$ cat config.mk
export PLATFORM = sky130hd
export DESIGN_NAME = bin2gc_flat
export DESIGN_NICKNAME = d
export VERILOG_FILES = /design/src/rtl/bin2gc_pkg.sv /design/src/rtl/bin2gc_if.sv /design/src/rtl/bin2gray_conv.sv /design/src/rtl/bin2gc.sv /design/src/flat_wrapper.sv
export SDC_FILE = /design/constraint.sdc
export NUM_CORES = 1
export LEC_CHECK = 0
export ABC_AREA = 1
export BUFFER_PORTS_ARGS = -buffer_cell sky130_fd_sc_hd__buf_2
export CAP_MARGIN = 20
export CORE_AREA = 8 8 45 47
export DETAILED_ROUTE_END_ITERATION = 10
export DIE_AREA = 0 0 53 55
export PLACE_DENSITY = 0.5
export SYNTH_ARGS = -nofsm -noshare
export SYNTH_HDL_FRONTEND = slang
export SYNTH_SLANG_ARGS = --single-unit
$ cat constraint.sdc
create_clock -name clk -period 1.3 [get_ports clk]
set_input_delay 0.26 -clock clk [delete_from_list [all_inputs] [get_ports clk]]
set_output_delay 0.26 -clock clk [all_outputs]
set_load 0.02 [all_outputs]
$ cat src/rtl/bin2gc_pkg.sv
// Shared constants and the binary-to-Gray helper for the bin2gc counter.
// Optional feature macro used by this slice: BIN2GC_WRAP_FLAG_EN.
package bin2gc_pkg;

    localparam int BIN2GC_DEFAULT_WIDTH = 4;

    // Width argument masks off bits above the counter width.
    function automatic logic [31:0] bin_to_gray(input logic [31:0] value, input int unsigned width);
        logic [31:0] mask_v;
        mask_v = (width >= 32) ? 32'hFFFF_FFFF : ((32'd1 << width) - 32'd1);
        return (value ^ (value >> 1)) & mask_v;
    endfunction

endpackage

$ cat src/rtl/bin2gc_if.sv
// Enable/Gray-count bundle between the counter and its consumer.
// With BIN2GC_WRAP_FLAG_EN defined the bundle also carries the wrap pulse.
interface bin2gc_if
    import bin2gc_pkg::*;
#(
    parameter int WIDTH = BIN2GC_DEFAULT_WIDTH
);

    logic             en;
    logic [WIDTH-1:0] gray;
`ifdef BIN2GC_WRAP_FLAG_EN
    logic             wrap;

    modport master (output en, input gray, input wrap);
    modport slave  (input en, output gray, output wrap);
`else
    modport master (output en, input gray);
    modport slave  (input en, output gray);
`endif

endinterface

$ cat src/rtl/bin2gray_conv.sv
// Purely combinational WIDTH-bit binary-to-Gray converter.
module bin2gray_conv
    import bin2gc_pkg::*;
#(
    parameter int WIDTH = BIN2GC_DEFAULT_WIDTH
) (
    input  logic [WIDTH-1:0] bin,
    output logic [WIDTH-1:0] gray
);

    // Convert through the shared package helper so all users agree on encoding.
    always_comb begin
        gray = WIDTH'(bin_to_gray(32'(bin), WIDTH));
    end

endmodule

$ cat src/rtl/bin2gc.sv
// Free-running Gray-code counter with enable; gray is taken straight from a register.
// Define BIN2GC_WRAP_FLAG_EN to add a registered one-cycle wrap pulse.
module bin2gc
    import bin2gc_pkg::*;
#(
    parameter int WIDTH = BIN2GC_DEFAULT_WIDTH
) (
    input  logic     clk,
    input  logic     rst_,
    bin2gc_if.slave  bus
);

    logic [WIDTH-1:0] bin_q;
    logic [WIDTH-1:0] gray_q;
    logic [WIDTH-1:0] bin_n_s;
    logic [WIDTH-1:0] gray_n_s;

    // Next binary value; the add wraps naturally modulo 2^WIDTH.
    always_comb begin
        bin_n_s = bin_q + {{(WIDTH-1){1'b0}}, 1'b1};
    end

    bin2gray_conv #(
        .WIDTH (WIDTH)
    ) u_conv (
        .bin  (bin_n_s),
        .gray (gray_n_s)
    );

    // Counter and Gray output registers; reset wins over enable.
    always_ff @(posedge clk) begin
        if (rst_) begin
            bin_q  <= {WIDTH{1'b0}};
            gray_q <= {WIDTH{1'b0}};
        end else if (bus.en) begin
            bin_q  <= bin_n_s;
            gray_q <= gray_n_s;
        end else begin
            bin_q  <= bin_q;
            gray_q <= gray_q;
        end
    end

    assign bus.gray = gray_q;

`ifdef BIN2GC_WRAP_FLAG_EN
    logic wrap_q;

    // Pulse for one cycle after an enabled step out of the all-ones count.
    always_ff @(posedge clk) begin
        if (rst_) begin
            wrap_q <= 1'b0;
        end else begin
            wrap_q <= bus.en && (&bin_q);
        end
    end

    assign bus.wrap = wrap_q;
`endif

endmodule

$ cat src/flat_wrapper.sv
// flat-port wrapper written by rule: the top's interface ports become plain ports
module bin2gc_flat import bin2gc_pkg::*;
#(
    parameter int WIDTH = BIN2GC_DEFAULT_WIDTH
)
  (clk, rst_, bus_en, bus_gray);
  bin2gc_if #(.WIDTH(WIDTH)) bus_i ();
  input  logic clk;
  input  logic rst_;
  input wire logic [$bits(bus_i.en)-1:0] bus_en;
  output wire logic [$bits(bus_i.gray)-1:0] bus_gray;
  assign bus_i.en = bus_en;
  assign bus_gray = bus_i.gray;
  bin2gc #(.WIDTH(WIDTH)) u_core (.clk(clk), .rst_(rst_), .bus(bus_i));
endmodule
==> summary.md <==
| Metric | Value |
|---|---|
| Status | `finished clean` |
| CTS max path bufs | `2` |
| RD Place Congestion | `around 0.69` |
| Postcts setup bufs | `0` |
| Pleak | `around 0.24 nW` |
| Cell taking the most area after synthesis | `dfxtp_1` |
| N_diodes | `0` |
| Layout Nets | `between 70 and 80` |
| Min cycle time layout | `between 1 and 1.5 ns` |
| Final instance area | `between 400 and 500 µm²` |
| Cts bufs inserted | `3` |
| Layout cells sized above 1 | `about a fifth` |
| Wire per inst | `~9 µm` |
| Tot Pwr | `a little over 500 µW` |
| Top cells by area, synth | `dfxtp_1, nand2_1, inv_1` |
| Synth Area in Simple Gates | `36.0%` |
| Synth-to-layout area growth | `22.9%` |
| Synthesized cell area | `between 300 and 400 µm²` |
| Relative slew slack | `between 80% and 90%` |
| Pwr/cell area | `roughly 1200 nW/µm²` |
| Post-synth net total | `62` |
| FP Rows | `14` |
| Slew @ Worst Pin | `~0.21 ns` |
| DR vias | `approximately 370` |
| Syn Inst Count | `58` |
| CTS Root Cell | `clkbuf_4` |
| Die ar. | `2920 µm²` |
| Multiplexer area fraction after synthesis | `0%` |
| Largest net degree at the start of global routing | `10` |
| Setup TNS | `0 ns` |
| Synth unique cells | `12` |
| Register area share after synthesis | `between 30% and 40%` |
| Dpl cell area | `423 µm²` |
| Final ANT Viol Nets | `0` |
| Fin crit share | `a little under nine tenths` |
| Fmax | `approximately 900 MHz` |
| Resized cells post-CTS | `0` |
| Fin Hold WS | `around 0.25 ns` |
| Clk pin slew, worst setup/hold paths | `approximately 0.050 ns` |
| Final WL | `764 µm` |
| Die width | `around 53 µm` |
| Dpl hpwl | `between 500 and 600 µm` |
| CTS tree | `built` |
| Synth warn | `0` |
| Avg Synthesized Cell Area | `around 6.3 µm²` |
| IO Port Bufs | `6` |
| Total GRT Usage | `under 10%` |
| Final setup vio count | `0` |
| Clock skew | `0.000261 ns` |
| Worst-path maximum fanout | `3` |
| DRC Markers | `0` |
| MaxCap Viol Count | `0` |
| Setup crit end kind | `flip-flop` |
| Fin. Hold Viols | `0` |
| # hold bufs at CTS | `0` |
| Count of pins over their slew limit | `0` |
| IO Count | `7` |
| Peak VDD IR | `roughly 550 µV` |
| Largest family of logic cells by synthesized area | `simple AND/OR/NAND/NOR gates` |
| Initial antenna violation count | `0` |
| DRT Pass-1 Iters | `4` |
| Finished Core Util | `approximately a third` |
| WP data required | `roughly 1.4 ns` |
| Initial DRC count | `6` |
| CTS HTree Levels | `1` |
| RSZ-0062 raised after global routing | `false` |
| Via/cell ratio | `between 4 and 5` |
| Core area | `about 1400 µm²` |
| Grt ovf | `0` |
| Synth Area in Compound Gates | `about 10%` |
| Seq cells post-synth | `7` |
| Fillers | `167` |
| Die height | `between 50 and 60 µm` |
| Starting Density | `a little over a quarter` |
| Worst skew pair latency | `0.25 ns` |
| HP Class | `input pin to flip-flop` |
| Setup CP Type | `flip-flop to flip-flop` |
| CP Data Arrival Time | `approximately 1.3 ns` |
| CP Launch Type | `flip-flop` |
| Vias in the first global route | `~340` |
| Clock Sinks | `7` |
| Top cell type's share of synthesized area | `a little under two fifths` |
| Post-synthesis adder-cell area fraction | `roughly 3.4%` |
| Synth Area in XOR/XNOR | `0%` |
| First-pass GRT wire length | `1210 µm` |
report_power, final:
group / switching, mW / internal [mW] / total [mW]
registers: 0.00763 / 0.229 / 0.236
logic: 0.0538 / 0.0323 / 0.0861
clock network: 0.0802 / 0.117 / 0.197
total: 0.142 / 0.378 / 0.520
layer usage:
metal,track usage (%),up-vias,share of wire [%],routed length (µm)
met3,1.60,2,4.1,31
met1,6.11,158,53,404
met2,8.79,5,42,318
met4,6.47,0,1.2,9
met5,0,-,0,0
li1,-,204,-,-
state kept, by name (all words and copies together) (netlist names):
| signal | count |
|---|---|
| u_core.bin_q | 3 |
| u_core.bus.gray | 4 |
per-stage QoR:
step | setup WS (ns) | instances
CTS | 0.185 | 85
global route | 0.0661 | 85
detailed placement | 0.198 | 81
floorplan | 0.210 | 58
global placement | 0.190 | 81
finish | 0.194 | 85
cell usage after synthesis:
master   instances
inv_2            2
o21ai_0          3
nor2_1           3
a21oi_1          3
inv_1            8
a31oi_1          1
nand2_1         22
buf_4            1
nand4_1          2
ha_1             1
dfxtp_1          7
nand3_1          5
final timing paths:
check	start	depth (start not counted)	end	slack (ns)
min reg2reg	u_core.bus.gray[0]	2	u_core.bus.gray[0]	0.49
max	u_core.bin_q[0]	7	u_core.bus.gray[1]	0.19
max reg2reg	u_core.bin_q[0]	7	u_core.bus.gray[1]	0.19
min	rst_	2	u_core.bin_q[0]	0.25
kinds of logic (layout without fill, tap and decap cells):
group                      after synthesis  in the layout
AOI/OAI and AO/OA                        7              7
adders and majority gates                1              1
buffers and inverters                   11             22
DFF                                      7              7
and+or+nand+nor                         32             32
area by class of cell:
| class | instances | area [µm²] | share of cell area, % |
|---|---|---|---|
| clock buffers | 4 | 26.3 | 5.85 |
| inverters | 10 | 37.5 | 8.36 |
| multi-input cells | 40 | 180 | 40.1 |
| flip-flops and latches | 7 | 140 | 31.2 |
| well taps | 16 | 20.0 | 4.46 |
| repair buffers | 8 | 45.0 | 10.0 |
worst max-delay path, stage by stage (launching register included):
cell,delay [ns]
dfxtp_1,0.31
ha_1,0.22
inv_1,0.07
nand2_1,0.05
nand2_1,0.07
nand2_1,0.07
o21ai_0,0.16
nor2_1,0.05
placed cells by master (no fill, tap or decap), drive strengths merged:
cell / n
nand2: 22
ha: 1
buf: 8
nand4: 2
nor2: 3
clkbuf: 4
a21oi: 3
o21ai: 3
inv: 10
dfxtp: 7
a31oi: 1
nand3: 5
Note: power is estimated with default switching activity, not from simulation.
